`config.mk`:
```
export PLATFORM = sky130hd
export DESIGN_NAME = obj_sprite_layer
export DESIGN_NICKNAME = d
export VERILOG_FILES = /design/src/rtl/obj_pkg.sv /design/src/rtl/obj_hit.sv /design/src/rtl/obj_sprite_layer.sv
export SDC_FILE = /design/constraint.sdc
export NUM_CORES = 2
export LEC_CHECK = 0
export ABC_CLOCK_PERIOD_IN_PS = 35200
export CAP_MARGIN = 5
export CORE_MARGIN = 2
export CORE_UTILIZATION = 50
export DETAILED_ROUTE_END_ITERATION = 7
export HOLD_SLACK_MARGIN = 0.12
export PLACE_DENSITY = 0.68
export REMOVE_ABC_BUFFERS = 1
export SETUP_SLACK_MARGIN = 0.2
export SLEW_MARGIN = 5
export SYNTH_ARGS = -nofsm -noshare
export SYNTH_HDL_FRONTEND = slang
export SYNTH_HIERARCHICAL = 1
export SYNTH_SLANG_ARGS = --single-unit
```
`constraint.sdc`:
```
create_clock -name clk -period 35.2 [get_ports clk]
set_input_delay 5.28 -clock clk [delete_from_list [all_inputs] [get_ports clk]]
set_output_delay 5.28 -clock clk [all_outputs]
set_load 0.01 [all_outputs]
```
`src/rtl/obj_pkg.sv`:
```
// Shared types for the sprite layer: object table entries, player rectangles
// and the overflow-safe containment test used by both hit and collision logic.
package obj_pkg;

  localparam int COORD_W = 10;

  typedef struct packed {
    logic               valid;
    logic [COORD_W-1:0] pivot_h;
    logic [COORD_W-1:0] pivot_v;
    logic [COORD_W-1:0] width;
    logic [COORD_W-1:0] height;
    logic [COORD_W-1:0] mem_h;
    logic [COORD_W-1:0] mem_v;
  } obj_entry_t;

  typedef struct packed {
    logic [COORD_W-1:0] pivot_h;
    logic [COORD_W-1:0] pivot_v;
    logic [COORD_W-1:0] width;
    logic [COORD_W-1:0] height;
  } rect_t;

  // One extra bit on the far edge keeps pivot+size from wrapping past 1023.
  function automatic logic in_rect(input logic [COORD_W-1:0] h,
                                   input logic [COORD_W-1:0] v,
                                   input rect_t              r);
    logic [COORD_W:0] h_ext;
    logic [COORD_W:0] v_ext;
    logic [COORD_W:0] h_lo;
    logic [COORD_W:0] v_lo;
    logic [COORD_W:0] h_hi;
    logic [COORD_W:0] v_hi;
    h_ext = {1'b0, h};
    v_ext = {1'b0, v};
    h_lo  = {1'b0, r.pivot_h};
    v_lo  = {1'b0, r.pivot_v};
    h_hi  = h_lo + {1'b0, r.width};
    v_hi  = v_lo + {1'b0, r.height};
    return (h_ext >= h_lo) && (h_ext < h_hi) && (v_ext >= v_lo) && (v_ext < v_hi);
  endfunction

endpackage

```
`src/rtl/obj_hit.sv`:
```
// Per-object hit test and source-memory address for one table entry.
// The address is only meaningful when hit is asserted.
module obj_hit
  import obj_pkg::*;
#(
  parameter int MEM_W  = 320,
  parameter int ADDR_W = 17
) (
  input  obj_entry_t         entry,
  input  logic [COORD_W-1:0] h,
  input  logic [COORD_W-1:0] v,
  output logic               hit,
  output logic [ADDR_W-1:0]  addr
);

  rect_t       obj_rect;
  logic [31:0] col;
  logic [31:0] row;

  always_comb begin
    obj_rect = '{pivot_h: entry.pivot_h, pivot_v: entry.pivot_v,
                 width:   entry.width,   height:  entry.height};
    hit  = entry.valid && in_rect(h, v, obj_rect);
    col  = 32'(h) - 32'(entry.pivot_h) + 32'(entry.mem_h);
    row  = 32'(v) - 32'(entry.pivot_v) + 32'(entry.mem_v);
    addr = ADDR_W'(col + row * 32'(MEM_W));
  end

endmodule

```
`src/rtl/obj_sprite_layer.sv`:
```
// Multi-object sprite layer: double-buffered object table, 2-stage pixel
// pipeline with lowest-index priority, and per-frame player collision flags.
module obj_sprite_layer
  import obj_pkg::*;
#(
  parameter int N_OBJ       = 4,
  parameter int IDX_W       = 2,
  parameter int MEM_W       = 320,
  parameter int ADDR_W      = 17,
  parameter int SCALE_SHIFT = 1
) (
  input  logic              clk,
  input  logic              rst,
  input  logic [9:0]        vga_h,
  input  logic [9:0]        vga_v,
  input  logic              frame_end,
  input  logic              wr_en,
  input  logic [IDX_W-1:0]  wr_idx,
  input  logic              wr_valid,
  input  logic [9:0]        wr_pivot_h,
  input  logic [9:0]        wr_pivot_v,
  input  logic [9:0]        wr_width,
  input  logic [9:0]        wr_height,
  input  logic [9:0]        wr_mem_h,
  input  logic [9:0]        wr_mem_v,
  input  logic [39:0]       p1_rect,
  input  logic [39:0]       p2_rect,
  output logic [ADDR_W-1:0] addr,
  output logic              en,
  output logic [IDX_W-1:0]  obj_id,
  output logic              collision_with_player1,
  output logic              collision_with_player2
);

  obj_entry_t shadow_q [N_OBJ];
  obj_entry_t shadow_d [N_OBJ];
  obj_entry_t active_q [N_OBJ];
  obj_entry_t active_d [N_OBJ];
  obj_entry_t wr_entry;

  logic [COORD_W-1:0] h_q, h_d;
  logic [COORD_W-1:0] v_q, v_d;

  logic [N_OBJ-1:0]   hit;
  logic [ADDR_W-1:0]  hit_addr [N_OBJ];

  logic [ADDR_W-1:0]  addr_q, addr_d;
  logic               en_q, en_d;
  logic [IDX_W-1:0]   obj_id_q, obj_id_d;

  logic               sticky1_q, sticky1_d;
  logic               sticky2_q, sticky2_d;
  logic               col1_q, col1_d;
  logic               col2_q, col2_d;
  logic               p1_now;
  logic               p2_now;
  rect_t              p1_r;
  rect_t              p2_r;

  assign p1_r = p1_rect;
  assign p2_r = p2_rect;

  always_comb begin
    wr_entry = '{valid:  wr_valid,  pivot_h: wr_pivot_h, pivot_v: wr_pivot_v,
                 width:  wr_width,  height:  wr_height,
                 mem_h:  wr_mem_h,  mem_v:   wr_mem_v};
  end

  // Commit reads shadow_q, so a coincident write lands only in the shadow copy.
  always_comb begin
    shadow_d = shadow_q;
    active_d = active_q;
    if (frame_end) begin
      active_d = shadow_q;
    end
    if (wr_en) begin
      for (int k = 0; k < N_OBJ; k++) begin
        if (wr_idx == IDX_W'(k)) begin
          shadow_d[k] = wr_entry;
        end
      end
    end
  end

  always_comb begin
    h_d = vga_h >> SCALE_SHIFT;
    v_d = vga_v >> SCALE_SHIFT;
  end

  for (genvar g = 0; g < N_OBJ; g++) begin : g_obj
    obj_hit #(
      .MEM_W  (MEM_W),
      .ADDR_W (ADDR_W)
    ) u_obj_hit (
      .entry (active_q[g]),
      .h     (h_q),
      .v     (v_q),
      .hit   (hit[g]),
      .addr  (hit_addr[g])
    );
  end

  // Descending scan: the last match assigned is the lowest hitting index.
  always_comb begin
    en_d     = 1'b0;
    obj_id_d = '0;
    addr_d   = '0;
    for (int k = N_OBJ - 1; k >= 0; k--) begin
      if (hit[k]) begin
        en_d     = 1'b1;
        obj_id_d = IDX_W'(k);
        addr_d   = hit_addr[k];
      end
    end
  end

  always_comb begin
    p1_now    = en_d && in_rect(h_q, v_q, p1_r);
    p2_now    = en_d && in_rect(h_q, v_q, p2_r);
    sticky1_d = sticky1_q | p1_now;
    sticky2_d = sticky2_q | p2_now;
    col1_d    = col1_q;
    col2_d    = col2_q;
    if (frame_end) begin
      col1_d    = sticky1_q | p1_now;
      col2_d    = sticky2_q | p2_now;
      sticky1_d = 1'b0;
      sticky2_d = 1'b0;
    end
  end

  always_ff @(posedge clk or posedge rst) begin
    if (rst) begin
      for (int k = 0; k < N_OBJ; k++) begin
        shadow_q[k] <= '0;
        active_q[k] <= '0;
      end
      h_q       <= '0;
      v_q       <= '0;
      addr_q    <= '0;
      en_q      <= 1'b0;
      obj_id_q  <= '0;
      sticky1_q <= 1'b0;
      sticky2_q <= 1'b0;
      col1_q    <= 1'b0;
      col2_q    <= 1'b0;
    end else begin
      shadow_q  <= shadow_d;
      active_q  <= active_d;
      h_q       <= h_d;
      v_q       <= v_d;
      addr_q    <= addr_d;
      en_q      <= en_d;
      obj_id_q  <= obj_id_d;
      sticky1_q <= sticky1_d;
      sticky2_q <= sticky2_d;
      col1_q    <= col1_d;
      col2_q    <= col2_d;
    end
  end

  assign addr                   = addr_q;
  assign en                     = en_q;
  assign obj_id                 = obj_id_q;
  assign collision_with_player1 = col1_q;
  assign collision_with_player2 = col2_q;

endmodule

```
==> flow_summary.yaml <==
synth:
  synth-seq-area-share_pct: 35.5
  ys_types: 88
  yosys.area.top_type: "dfrtp_1"
  synth_commonest_cells: "dfrtp_1, ha_1, mux2_2"
  synth-edff-count: 0
  ys_warn_count: 6
  post_synth.cell_area_avg_um2: 10.8
  synthTopCellsByArea: "dfrtp_1, ha_1, mux2_2, xnor2_1, a21oi_1"
  syn_inst: 3468
  synth_seq_cells: 530
  synth_top_area_share_pct: 35.5
  async_flop_share_pct: 100
  synth.most_common_cell: "dfrtp_1"
  synthFlopType: "dfrtp_1"
  syn_area_um2: 37300
outcome:
  status: "complete, no violations"
route:
  wire_per_inst_um: 18.9
  vias_per_cell: 5.59
  drt_iter0_drc: 1200
  wl_um: 89100
  drc: 0
  ant_nets: 0
  firstDrtPassIters: 5
  vias: 26300
clock_network:
  cts_buffers: 59
  clk-insertion-delay-late_ns: 0.63
  htree_levels: 2
  cts_sinks: 530
  holdBufCountCts: 0
  path_clk_slew_ns: 0.06
  clockRootBuffer: "clkbuf_16"
  cts_buffer_depth: 3
  post_cts_buffers: 0
  cts_tree: "yes"
  cts-resized-gates: 0
floorplanning:
  die_w_um: 277
  pin_count: 189
  die_h_um: 277
  fp.coreArea_um2: 74200
  fp-row-count: 100
  dieArea_um2: 76800
  initial_core_util_pct: 50.3
finish:
  drive_above_1_share_pct: 18.2
  syn2layout_area_growth_pct: 13.7
  nets: 4400
  nFillCells: 6391
timing:
  max_freq_mhz: 122
  maxSlewHeadroom_pct: 23.6
  period_needed_ns: 8.22
  skew_ns: 0.0387
  worst_pin_slew_ns: 1.15
  final.setup.tns_ns: 0
  maxSlewViolCount: 0
  setup_viol: 0
  grt_setup_unrepaired: "false"
  final.period_utilization_pct: 23.4
  hold_viol: 0
placed_design:
  portBuffers: 186
  dp_hpwl_um: 67600
  gp_congestion: 0.855
min_path:
  hp-class: "reg2reg"
worst_setup_path:
  cp.arrival_ns: 8.68
  startpoint_type: "input port"
  worstPathRequired_ns: 35.66
  endpoint_kind: "flop"
  cp_max_fo: 3
  critPathKind: "in2reg"
grt:
  track_usage_pct: 23.3
  grt_pass1_wl_um: 142000
  antenna_found_initial: 5
  grt_max_degree: 188
  grt-ovfl-total: 0
  grt_pass1_vias: 26200
run:
  cap_viol_max_count: 0
-- cell usage in the layout (no fill, tap or decap), types with 8 or more instances in the layout --
cell / instances
dfrtp_1: 530
ha_1: 508
mux2_2: 489
inv_1: 276
a21oi_1: 268
xnor2_1: 197
clkdlybuf4s50_1: 185
nor2_1: 167
a21o_1: 106
o21ai_0: 104
nand2_1: 94
xor2_1: 87
clkbuf_16: 59
o21bai_1: 52
nor2b_1: 49
o21a_1: 46
fa_1: 36
o21ai_1: 32
nand2b_1: 27
a211oi_1: 26
nor3_1: 25
buf_4: 25
nand3_1: 21
nand4_1: 19
a22oi_1: 17
conb_1: 16
a21oi_2: 13
a31oi_1: 13
a211o_1: 10
o31ai_1: 10
o211ai_1: 10
clkinv_2: 10
nor4_1: 9
and3_1: 9
clkbuf_8: 9
clkbuf_1: 9
o22ai_1: 8
a21boi_1: 8
-- logic make-up (layout without fill, tap and decap cells) --
family	after synthesis	after routing	share of synthesized area, %
buf+inv	346	599	3.52
xor+xnor	290	290	6.96
flops	530	530	35.5
mux	496	496	14.9
compound gates	804	804	14.1
fa+ha+maj	544	544	19.0
other cells	1	19	0.0100
simple gates	457	457	5.92
-- final timing paths --
check | from | to | slack, ns | cells after the start
worst min-delay path | shadow_q[123] | active_q[123] | 0.48 | 1
max in group asynchronous | rst | shadow_q[90] | 28.36 | 3
worst max register to register | v_q[2] | addr[16] | 28.62 | 27
min in group asynchronous | rst | addr[3] | 5.25 | 2
worst min register to register | shadow_q[123] | active_q[123] | 0.48 | 1
worst max-delay path | p1_rect[30] | collision_with_player1 | 26.98 | 17
-- metrics by stage --
step	setup slack, ns	hold WS, ns	std cells	area [um^2]	utilization, %
6_report	26.98	0.481	4708	42400	57.2
5_1_grt	26.68	0.495	4707	42400	57.2
4_1_cts	27.01	0.473	4705	42400	57.2
3_5_place_dp	26.34	0.471	4597	40400	54.5
3_3_place_gp	26.40	0.462	4597	40400	54.5
2_1_floorplan	15.11	0.449	3415	37100	-
-- routing by layer --
metal	share of wire, %	GRT usage (%)
met1	48	33.1
met2	47	38.5
met3	3.7	2.79
met4	1.5	4.21
met5	0.030	0
-- state kept, by name (all words and copies together), names as in the netlist --
name and flops:
active_q 244, shadow_q 244, addr 17, h_q 9, v_q 9, obj_id 2, collision_with_player1 1, collision_with_player2 1
en 1, sticky1_q 1, sticky2_q 1
-- worst max-delay path: stages --
cell             delay, ns
clkdlybuf4s50_1       0.46
ha_1                  0.24
fa_1                  0.43
a211o_1               0.35
a21oi_1               0.14
o21ai_0               0.14
a21oi_1               0.17
o21bai_1              0.09
xnor2_1               0.13
ha_1                  0.29
o21ai_0               0.08
a21oi_1               0.14
o21ai_0               0.10
a211oi_1              0.19
o31ai_1               0.14
a31oi_1               0.21
a21oi_1               0.10
-- final cells by class --
| class | count | area [um^2] | share of cell area [%] |
|---|---|---|---|
| clock inverter | 31 | 349 | 0.823 |
| sequential | 530 | 13300 | 31.3 |
| tap | 969 | 1210 | 2.86 |
| timing repair buffer | 213 | 2090 | 4.94 |
| multi-input combinational | 2607 | 22800 | 53.8 |
| antenna | 3 | 7.51 | 0.0177 |
| clock buffer | 77 | 1630 | 3.85 |
| inverter | 278 | 1050 | 2.48 |
Power is left out: the tool's default activity adds up to more than one toggle a clock period on the data nets, which glitch-free logic cannot reach.
